$ cat src/rtl/mem_stage.sv
// MEM pipeline stage: waits for the data-SRAM response, extracts and merges load data,
// and hands the instruction to WB. Flushed requests have their late responses discarded.
module mem_stage #(
  parameter int DISCARD_CNT_W = 2
) (
  input  logic        clk,
  input  logic        reset,
  input  logic        es_to_ms_valid,
  output logic        ms_allowin,
  input  logic [31:0] es_pc,
  input  logic [2:0]  es_ld_op,
  input  logic [31:0] es_addr,
  input  logic [31:0] es_rt_value,
  input  logic [31:0] es_result,
  input  logic [3:0]  es_gr_we,
  input  logic [4:0]  es_dest,
  input  logic        es_req_sent,
  input  logic        es_ex,
  input  logic [4:0]  es_excode,
  input  logic        ws_allowin,
  input  logic        ws_reflush,
  input  logic        data_sram_data_ok,
  input  logic [31:0] data_sram_rdata,
  output logic        ms_to_ws_valid,
  output logic [31:0] ms_pc,
  output logic [31:0] ms_final_result,
  output logic [3:0]  ms_gr_we,
  output logic [4:0]  ms_dest,
  output logic        ms_ex,
  output logic [4:0]  ms_excode,
  output logic [31:0] ms_badvaddr,
  output logic        ms_ex_block,
  output logic        ms_fwd_valid,
  output logic        ms_fwd_stall,
  output logic [31:0] ms_fwd_data
);

  localparam logic [DISCARD_CNT_W-1:0] CNT_MAX = '1;
  localparam logic [DISCARD_CNT_W-1:0] CNT_ONE = 1;

  logic                     ms_valid;
  logic                     buf_valid;
  logic [31:0]              buf_data;
  logic [DISCARD_CNT_W-1:0] discard_cnt;
  logic [2:0]               ld_op;
  logic [31:0]              rt_value;
  logic [31:0]              alu_result;
  logic                     req_sent;

  logic        resp_live;
  logic        wait_data;
  logic        ms_ready_go;
  logic        handoff;
  logic        cnt_inc;
  logic        cnt_dec;
  logic [31:0] ld_data;
  logic [1:0]  off;
  logic [7:0]  byte_val;
  logic [15:0] half_val;

  assign resp_live      = data_sram_data_ok && (discard_cnt == '0);
  assign wait_data      = ms_valid && req_sent && !ms_ex && !buf_valid;
  assign ms_ready_go    = !wait_data || resp_live;
  assign ms_allowin     = !ms_valid || (ms_ready_go && ws_allowin);
  assign ms_to_ws_valid = ms_valid && ms_ready_go && !ws_reflush;
  assign handoff        = ms_ready_go && ws_allowin;

  // A flushed request whose response has not yet arrived leaves one response owed.
  assign cnt_inc = ws_reflush && ms_valid && req_sent && !buf_valid && !resp_live;
  assign cnt_dec = data_sram_data_ok && (discard_cnt != '0);

  always_ff @(posedge clk) begin
    if (reset) begin
      ms_valid    <= 1'b0;
      buf_valid   <= 1'b0;
      discard_cnt <= '0;
    end else begin
      if (ws_reflush) begin
        ms_valid <= 1'b0;
      end else if (ms_allowin) begin
        ms_valid <= es_to_ms_valid;
      end

      if (ws_reflush || handoff) begin
        buf_valid <= 1'b0;
      end else if (resp_live && wait_data && !ws_allowin) begin
        buf_valid <= 1'b1;
      end

      if (cnt_inc && !cnt_dec && discard_cnt != CNT_MAX) begin
        discard_cnt <= discard_cnt + CNT_ONE;
      end else if (cnt_dec && !cnt_inc) begin
        discard_cnt <= discard_cnt - CNT_ONE;
      end
    end
  end

  always_ff @(posedge clk) begin
    if (resp_live && wait_data && !ws_allowin) begin
      buf_data <= data_sram_rdata;
    end
    if (es_to_ms_valid && ms_allowin) begin
      ms_pc       <= es_pc;
      ld_op       <= es_ld_op;
      ms_badvaddr <= es_addr;
      rt_value    <= es_rt_value;
      alu_result  <= es_result;
      ms_gr_we    <= es_gr_we;
      ms_dest     <= es_dest;
      req_sent    <= es_req_sent;
      ms_ex       <= es_ex;
      ms_excode   <= es_excode;
    end
  end

  assign ld_data  = buf_valid ? buf_data : data_sram_rdata;
  assign off      = ms_badvaddr[1:0];
  assign half_val = off[1] ? ld_data[31:16] : ld_data[15:0];

  always_comb begin
    byte_val = ld_data[7:0];
    case (off)
      2'd1:    byte_val = ld_data[15:8];
      2'd2:    byte_val = ld_data[23:16];
      2'd3:    byte_val = ld_data[31:24];
      default: byte_val = ld_data[7:0];
    endcase
  end

  // LWL/LWR merge the loaded bytes with the old rt value around the unaligned address.
  always_comb begin
    ms_final_result = alu_result;
    case (ld_op)
      3'd0: ms_final_result = ld_data;
      3'd1: ms_final_result = {{24{byte_val[7]}}, byte_val};
      3'd2: ms_final_result = {24'h0, byte_val};
      3'd3: ms_final_result = {{16{half_val[15]}}, half_val};
      3'd4: ms_final_result = {16'h0, half_val};
      3'd5: begin
        case (off)
          2'd0:    ms_final_result = {ld_data[7:0],  rt_value[23:0]};
          2'd1:    ms_final_result = {ld_data[15:0], rt_value[15:0]};
          2'd2:    ms_final_result = {ld_data[23:0], rt_value[7:0]};
          default: ms_final_result = ld_data;
        endcase
      end
      3'd6: begin
        case (off)
          2'd0:    ms_final_result = ld_data;
          2'd1:    ms_final_result = {rt_value[31:24], ld_data[31:8]};
          2'd2:    ms_final_result = {rt_value[31:16], ld_data[31:16]};
          default: ms_final_result = {rt_value[31:8],  ld_data[31:24]};
        endcase
      end
      default: ms_final_result = alu_result;
    endcase
  end

  assign ms_ex_block  = ms_valid && ms_ex;
  assign ms_fwd_valid = ms_valid && (|ms_gr_we);
  assign ms_fwd_stall = ms_valid && (ld_op != 3'd7) && !ms_ready_go;
  assign ms_fwd_data  = ms_final_result;

endmodule

$ cat config.mk
export PLATFORM = sky130hd
export DESIGN_NAME = mem_stage
export DESIGN_NICKNAME = d
export VERILOG_FILES = /design/src/rtl/mem_stage.sv
export SDC_FILE = /design/constraint.sdc
export NUM_CORES = 1
export LEC_CHECK = 0
export BUFFER_PORTS_ARGS = -buffer_cell sky130_fd_sc_hd__clkbuf_2
export CELL_PAD_IN_SITES_DETAIL_PLACEMENT = 0
export CELL_PAD_IN_SITES_GLOBAL_PLACEMENT = 2
export CORE_MARGIN = 2
export CORE_UTILIZATION = 35
export CTS_BUF_LIST = sky130_fd_sc_hd__clkbuf_8
export CTS_CLUSTER_DIAMETER = 100
export DETAILED_ROUTE_END_ITERATION = 8
export GPL_TIMING_DRIVEN = 0
export HOLD_SLACK_MARGIN = 0.08
export PLACE_DENSITY = 0.88
export SKIP_LAST_GASP = 1
export SYNTH_ARGS = -nofsm -noshare
export SYNTH_HDL_FRONTEND = slang
export SYNTH_SLANG_ARGS = --single-unit
$ cat constraint.sdc
create_clock -name clk -period 7.6 [get_ports clk]
set_input_delay 0 -clock clk [delete_from_list [all_inputs] [get_ports clk]]
set_output_delay 0 -clock clk [all_outputs]
set_load 0.02 [all_outputs]
Yosys cells after proc, flatten, opt, wreduce, memory -nomap -nowiden:

Cells that the tools add are included.

* register bits: 183
* word-level logic and storage cells: 78

* $add $sub $neg: 2
* equal/unequal tests: 11
* muxes and demuxes: 8
* reductions and logical operators: 43

Operators by type and width (count)
* one-hot mux 32 bit (7 select lines): 1
* one-hot mux 32 bit (3 select lines): 2
* two-way mux 32 bit: 1
* one-hot mux 8 bit (3 select lines): 1
* logical AND 1 bit: 22
* two-way mux 16 bit: 1
* logical NOT 1 bit: 10
* == test 3 bit, second input constant: 3
* == test 3 x 2 -> 1 bit, second input constant: 2
* == test 2 bit, second input constant: 2
* logical NOT 2 bit: 2
* two-way mux 2 bit: 2
* nonzero test 2 bit: 2
* OR reduction 2 bit: 2
* OR reduction 4 bit: 1
* == test 3 x 1 -> 1 bit, second input constant: 1
* logical NOT 3 bit: 1
* logical OR 1 bit: 3
* inequality test 3 bit, second input constant: 1
* adder 2 x 1 -> 2 bit, second input constant: 1
* == test 2 x 1 -> 1 bit, second input constant: 1
* inequality test 2 bit, second input constant: 1
* subtractor 2 x 1 -> 2 bit, second input constant: 1

Depth between registers and ports, before layout:

Gate-level depths: netlist of the first run.

* depth in word-level cells: 8
* depth in mapped cells: 10

Worst setup path after synthesis of the first run:

OpenSTA, ideal clock, no wires.

* path type: reg-to-reg
* from: register buf_valid
* to: register alu_result[0] (enable)
* data arrival time: 5.079 ns
* data required time: 7.077 ns
* setup slack: 1.997 ns
* stages on the path, launching flop included: 8
* clock period less this slack: 5.603 ns
* cells stage by stage: dfxtp_1 -> buf_6 -> buf_6 -> buf_6 -> nand3b_1 -> a211oi_1 -> o21ai_0 -> and2_1

* cells in the longest elaborated chain, start to end: 7

RTL lines
* start, declared: RTL line 42 `logic buf_valid;`
* start signal, assigned: RTL line 75 `buf_valid <= 1'b0;`
* start signal, assigned: RTL line 85 `buf_valid <= 1'b0;`
* start signal, assigned: RTL line 87 `buf_valid <= 1'b1;`
* logical NOT 1 bit: RTL line 62 `assign wait_data = ms_valid && req_sent && !ms_ex && !buf_valid;`
* logical AND 1 bit: RTL line 62
* logical NOT 1 bit: RTL line 63 `assign ms_ready_go = !wait_data || resp_live;`
* logical OR 1 bit: RTL line 63
* logical AND 1 bit: RTL line 64 `assign ms_allowin = !ms_valid || (ms_ready_go && ws_allowin);`
* logical OR 1 bit: RTL line 64
* via ms_allowin: RTL line 9 `output logic ms_allowin,`
* logical AND 1 bit: RTL line 102 `if (es_to_ms_valid && ms_allowin) begin`
* end signal, assigned: RTL line 107 `alu_result <= es_result;`
* end, declared: RTL line 47 `logic [31:0] alu_result;`

The timed path passes the listed nets, and every way through them passes these cells.
A chain may end at the register's enable or synchronous reset.

Final worst setup path of the first run:

* from: register ld_op[0]
* to: output ms_fwd_data[8]

* cells in the longest elaborated chain, start to end: 2
* elaborated cells on any way between the ends: 8
* classes of those cells: eq/ne (6); mux (1); reduce/logical (1)

RTL lines
* start, declared: RTL line 45 `logic [2:0] ld_op;`
* start signal, assigned: RTL line 104 `ld_op <= es_ld_op;`
* == test 3 bit (tied with other cells): RTL line 133 `case (ld_op)`
* one-hot mux 32 bit (7 select lines) *: RTL line 133
* end, declared: RTL line 35 `output logic [31:0] ms_fwd_data`

Mark *: on every way between the ends. The rest lies on a longest branch, timed or not.

==> results of run 1 <==
## metal layers
metal | part of all wire (%) | up-vias
met2 | 48 | 423
met4 | 3.2 | 0
met5 | 0 | -
li1 | - | 3653
met1 | 41 | 3844
met3 | 7.6 | 59
## timing repair
action	CTS	global route
hold buffers	186	0
hold endpoints to repair	224	0
setup buffers	0	0
setup endpoints to repair	0	0
## kinds of logic after synthesis
family                 Yosys count
buffers and inverters           86
muxes                           79
AOI/OAI and AO/OA              192
DFF                            183
and+or+nand+nor                123
## worst paths after layout
| kind | startpoint | endpoint | cells past startpoint |
|---|---|---|---|
| min | es_pc[15] | ms_pc[15]$_DFFE_PP_ | 2 |
| max | ld_op[0]$_DFFE_PP_ | ms_fwd_data[8] | 8 |
| max reg2reg | buf_valid$_SDFFE_PP0P_ | rt_value[29]$_DFFE_PP_ | 9 |
| min reg2reg | discard_cnt[1]$_SDFFE_PP0P_ | discard_cnt[0]$_SDFFE_PP0P_ | 2 |
## Yosys cell counts, types with 8 or more instances
library cell,n,share of area [%]
o22ai_1,25,1.8
nor2_1,49,2.1
buf_2,10,0.57
buf_4,36,3.1
mux2_2,12,1.5
clkbuf_1,18,0.77
mux4_2,10,2.6
inv_1,9,0.39
a221oi_1,8,0.80
mux2i_1,54,6.2
nand2_1,21,0.90
nand3_1,10,0.57
edfxtp_1,179,61
a21oi_1,37,2.1
a31oi_1,17,1.2
o21ai_0,48,2.7
## sequential cells by signal, summed over array words and instances (netlist names), 2 cells and up
signal / cells
ms_dest: 5
ms_badvaddr: 32
ms_gr_we: 4
rt_value: 32
alu_result: 32
ms_excode: 5
ld_op: 3
buf_data: 32
ms_pc: 32
discard_cnt: 2
## per-stage QoR
stage	util [%]	hold WS [ps]	cell area [sq um]	total power [W]	instances
CTS	54.00	184.6	13210	0.002463	1543
detailed placement	44.70	178.6	10930	0.001690	1325
global placement	44.31	176.8	10840	0.001691	1319
finish	54.00	222.8	13210	0.002450	1543
floorplan	-	69.07	8773	0.001488	663
global route	54.00	191.7	13210	0.002535	1543
## area by class of cell
type / instances / area, sq um / area share, %
Timing Repair Buffer: 524 / 3608 / 27.32
Sequential cell: 183 / 5455 / 41.30
Multi-Input combinational cell: 394 / 2804 / 21.23
Buffer: 76 / 485.5 / 3.675
Clock buffer: 17 / 234.0 / 1.771
Tap cell: 324 / 405.4 / 3.069
Inverter: 10 / 37.54 / 0.2842
Clock inverter: 15 / 178.9 / 1.355
## power groups by stage
stage          clock (W)  combinational (W)  sequential, W
6_report        0.000699           0.000569        0.00118
5_1_grt         0.000745           0.000603        0.00119
4_1_cts         0.000716           0.000564        0.00118
3_5_place_dp           0           0.000485        0.00120
3_3_place_gp           0           0.000477        0.00121
2_1_floorplan          0           0.000250        0.00124
==> results.tsv, run 1 <==
metric	value	unit
Post-Synth Adder-Cell Area	0	%
Filler cells	2158	
VDD IR max	117.5	uV
1st-iter DRT viols	739	
Clk pwr share	28.5	%
GR Util All Layers	25.48	%
Buf/Inv on CP	6	
CP required	7600	ps
mean number of vias per cell	5.171	
complex-gate fraction of the synthesized area	14.30	%
die height	162.3	microns
total gr overflow	0	
DRC violations left	0	
commonest cells after routing, fill and taps aside	clkbuf_2 (332), dlygate4sd3_1 (186), edfxtp_1 (179), mux2i_1 (54), nor2_1 (49)	
multiplexer area fraction after synthesis	10.71	%
Max-Cap Viols	0	
clock sink count	183	
Clock Skews	18.73	ps
io pins	333	
Leakage	5.405	nW
first-pass GRT wire length	49.38	mm
grt met2 use	42.32	%
clock root buffer	clkbuf_8	
Nets	1391	
Clk pin slew, worst setup/hold paths	120	ps
Mapped Area	0.008773	sq mm
kind of critical path	reg -> out	
P&R area growth vs syn	50.56	%
gpl congestion	0.9604	
Critical-path top delay cell	nand3_1	
pwr dens	185.5	mW/mm^2
final-report max-slew violation count	0	
layout cells sized above 1	37.24	%
simple-gate area share of the yosys netlist	6.845	%
DRT antenna net count	0	
main combinational cell family by area after synthesis	compound AO/OA/AOI/OAI gates	
CTS Buf Count	17	
commonest non-fill, non-tap cell in the layout	clkbuf_2	
CP most frequent cell	buf_2	
Vias	7979	
Port-buffer cells	332	
Final Hold Viols	0	
sequential element share of the synthesized area	62.18	%
post-route setup TNS	0	ps
switching pwr	0.0007878	W
Clock Path Buffers	2	
Top FF cell, synth	edfxtp_1	
Yosys cell types	61	
Post-CTS Resized	0	
largest net degree at the start of global routing	72	
signal arrival time at the worst endpoint	3760	ps
critical-path maximum fanout	10	
Tmin final	3762	ps
critical path startpoint category	register	
Post-Place Worst Slack	4482	ps
die width	162.3	microns
Tcrit/Tclk final	49.51	%
Row Count	57	
setup ws final	3838	ps
Worst Hold Class	in -> reg	
CORE AREA	0.02446	sq mm
R2R setup slack	4520	ps
first drt pass iteration count	5	
number of synthesized flops with an enable pin	179	
CP cell instances	buf_2 > buf_2 > buf_1 > nand3_1 > clkbuf_1 > a31oi_1 > buf_4 > clkbuf_2	
status	finished, final reports clean	
Synth Register Bits	183	
CP Capture Type	output port	
DRT Wirelength	33.58	mm
final setup violation count	0	
die area	0.02635	sq mm
Synth Area in XOR/XNOR	0	%
critical path's top delay family	buffers and inverters	
max incr delay on CP	570	ps
H-tree depth	4	
layer carrying the most global-route usage	met2	
CTS tree	done	
clk_lat worst skew	480	ps
Worst slew margin	37.67	%
FMAX	265.8	MHz
initial antenna violation count	0	
register share of total power	48.2	%
Sw Ratio	32.16	%
Mapped Cells	663	
GR Util met3	4.852	%
met1 Track Usage GR	33.21	%
syn nets	848	
Tightest Pin Transition	925.2	ps
WL/cell	21.77	microns
Internal	0.001662	W
DP HPWL	24.21	mm
Antenna Diode Count	0	
power share of the combinational group	23.2	%
vias in the first global route	8196	
initial core utilization	35.87	%
share of synthesized registers carrying an async set or reset	0	%
Yosys warning count	0	
Mean Syn Cell Area	13.23	sq um
RSZ-0062 raised after global routing	no	
No activity file was read; power rests on OpenSTA's default activity.
==> inputs of run 2 (changes only) <==
CORE_UTILIZATION = 29   (was 35)
PLACE_DENSITY = 0.78   (was 0.88)
clock period = 3.4 ns   (was 7.6 ns; I/O delays follow)
==> run 2 against run 1 <==
Clock power increased by 110%; highest routed layer unchanged; non-clock buffer count decreased by 2; first-iteration DRC count decreased by 14%; final cell count increased by 4.2%; die area increased by 20%; clock-buffer cell count unchanged; critical endpoint is now ms_fwd_data[11]; sequential power increased by 120%; clock skew decreased by 3.9 ps; power increased by 120%; critical path depth unchanged.
==> results.tsv, run 2 (same netlist as run 1, synthesis figures left out) <==
metric	value	unit	change
total gr overflow	0		unchanged
CP Capture Type	output port		unchanged
mean number of vias per cell	4.904		was 5.171
die area	0.03166	sq mm	was 0.02635 sq mm
signal arrival time at the worst endpoint	3240	ps	was 3760 ps
CP cell instances	buf_2 > buf_2 > nand3_1 > o21ai_0 > a311oi_1 > a31oi_1 > buf_4 > clkbuf_2		was buf_2 > buf_2 > buf_1 > nand3_1 > clkbuf_1 > a31oi_1 > buf_4 > clkbuf_2
clk_lat worst skew	480	ps	about the same
Critical-path top delay cell	o21ai_0		was nand3_1
Clock Skews	14.85	ps	was 18.73 ps
CTS Buf Count	17		unchanged
status	finished, final reports clean		unchanged
clock root buffer	clkbuf_8		unchanged
first drt pass iteration count	5		unchanged
commonest non-fill, non-tap cell in the layout	clkbuf_2		unchanged
DRT Wirelength	34.04	mm	was 33.58 mm
Tmin final	3240	ps	
critical-path maximum fanout	10		unchanged
FMAX	308.6	MHz	
Max-Cap Viols	0		unchanged
Antenna Diode Count	0		unchanged
Worst slew margin	40.53	%	was 37.67%
final setup violation count	0		unchanged
kind of critical path	reg -> out		unchanged
DRC violations left	0		unchanged
1st-iter DRT viols	639		was 739
final hold slack	223.9	ps	was 222.8 ps
critical path's top delay family	compound AO/OA/AOI/OAI gates		was buffers and inverters
first-pass GRT wire length	48.43	mm	was 49.38 mm
DRT antenna net count	0		unchanged
commonest cells after routing, fill and taps aside	clkbuf_2 (337), dlygate4sd3_1 (185), edfxtp_1 (179), mux2i_1 (54)		was clkbuf_2 (332), dlygate4sd3_1 (186), edfxtp_1 (179), mux2i_1 (54), nor2_1 (49)
H-tree depth	4		unchanged
final core utilization	44.73	%	was 54.00%
RSZ-0062 raised after global routing	no		unchanged
CTS tree	done		unchanged
Clock Path Buffers	2		unchanged
final-report max-slew violation count	0		unchanged
Row Count	63		was 57
pwr dens	407.0	mW/mm^2	was 185.5 mW/mm^2
vias in the first global route	8062		was 8196
die height	177.9	microns	was 162.3 microns
Port-buffer cells	332		unchanged
CP most frequent cell	buf_2		unchanged
clock sink count	183		unchanged
P&R area growth vs syn	51.50	%	was 50.56%
die width	177.9	microns	was 162.3 microns
io pins	333		unchanged
initial antenna violation count	0		unchanged
layout cells sized above 1	37.85	%	was 37.24%
critical path startpoint category	register		unchanged
Filler cells	2787		was 2158
GR Util All Layers	20.96	%	was 25.48%
WL/cell	21.17	microns	was 21.77 microns
Vias	7886		was 7979
initial core utilization	29.52	%	was 35.87%
Worst Hold Class	in -> reg		unchanged
VDD IR max	205.0	uV	was 117.5 uV
Buf/Inv on CP	4		was 6
largest net degree at the start of global routing	72		unchanged
DP HPWL	25.06	mm	was 24.21 mm
Tightest Pin Transition	882.8	ps	was 925.2 ps
CORE AREA	0.02972	sq mm	was 0.02446 sq mm
Tcrit/Tclk final	95.30	%	
Nets	1390		was 1391
max incr delay on CP	780	ps	was 570 ps
Clk pin slew, worst setup/hold paths	110	ps	was 120 ps
CP required	3400	ps	was 7600 ps
Leakage	5.405	nW	about the same
gpl congestion	0.9247		was 0.9604
Final Hold Viols	0		unchanged
-- run 2: cell count changes in the layout (fill, tap and decap cells not counted), sizes merged --
cell	before	now
clkinv	7	6
and2	7	8
dlygate4sd3	186	185
clkbuf	367	368
buf	64	62
clkinvlp	0	1
-- run 2: layout make-up --
class / instances / area, sq um / share of cell area, %
clock buffer: 17 / 234.0 / 1.760
timing repair buffer: 522 / 3598 / 27.07
multi-input combinational: 395 / 2829 / 21.28
clock inverter: 15 / 157.7 / 1.186
buffer: 76 / 491.7 / 3.700
sequential: 183 / 5455 / 41.04
inverter: 10 / 37.54 / 0.2824
tap: 390 / 488.0 / 3.671
-- run 2: worst paths after layout --
check,startpoint,end,slack (ps),depth (start not counted)
min reg2reg,discard_cnt[1]$_SDFFE_PP0P_,discard_cnt[1]$_SDFFE_PP0P_,490,2
max reg2reg,buf_valid$_SDFFE_PP0P_,ld_op[1]$_DFFE_PP_,310,9
min,es_pc[19],ms_pc[19]$_DFFE_PP_,220,2
max,ld_op[1]$_DFFE_PP_,ms_fwd_data[11],160,8
-- run 2: what timing repair did --
action / 4_1_cts / 5_1_grt
cloned: 0 / 1
endpoints found under the hold margin: 201 / 0
pin swaps: 0 / 1
buffers inserted: 0 / 1
setup endpoints to repair: 11 / 53
gates resized for setup: 2 / 9
hold buffers: 185 / 0
-- run 2: layer usage --
metal  wire (microns)  track usage [%]  part of all wire [%]
met3             2284            4.327                   6.7
met4              910            7.548                   2.7
met1            14180            26.75                    42
met5                0                0                     0
met2            16670            35.11                    49
-- run 2: metrics by stage --
stage                     setup TNS (ps)  instances  total power (W)  cell area (sq um)  worst slack, ps
after floorplan                        0        663         0.003316               8782            126.0
after global placement            -68280       1385         0.003769              10930            -1258
after detailed placement               0       1389         0.003782              11020            115.2
after CTS                              0       1606         0.005447              13270            45.51
after global routing                   0       1608         0.005622              13290            32.48
final                                  0       1608         0.005410              13290            159.8
-- run 2: worst reg2reg max path, stage by stage (launching register included) --
cell and delay [ps]:
dfxtp_1 340, buf_6 190, buf_6 230, buf_6 230, nand3b_1 230, a211oi_1 120, o21ai_0 470, and2_4 290
buf_16 290, buf_12 360
-- run 2: where the power goes --
group | leakage [nW] | internal [W] | switching [W]
registers | 1.75 | 0.00260 | 0.0000461
logic | 3.46 | 0.000547 | 0.000720
clock network | 0.199 | 0.000552 | 0.000943
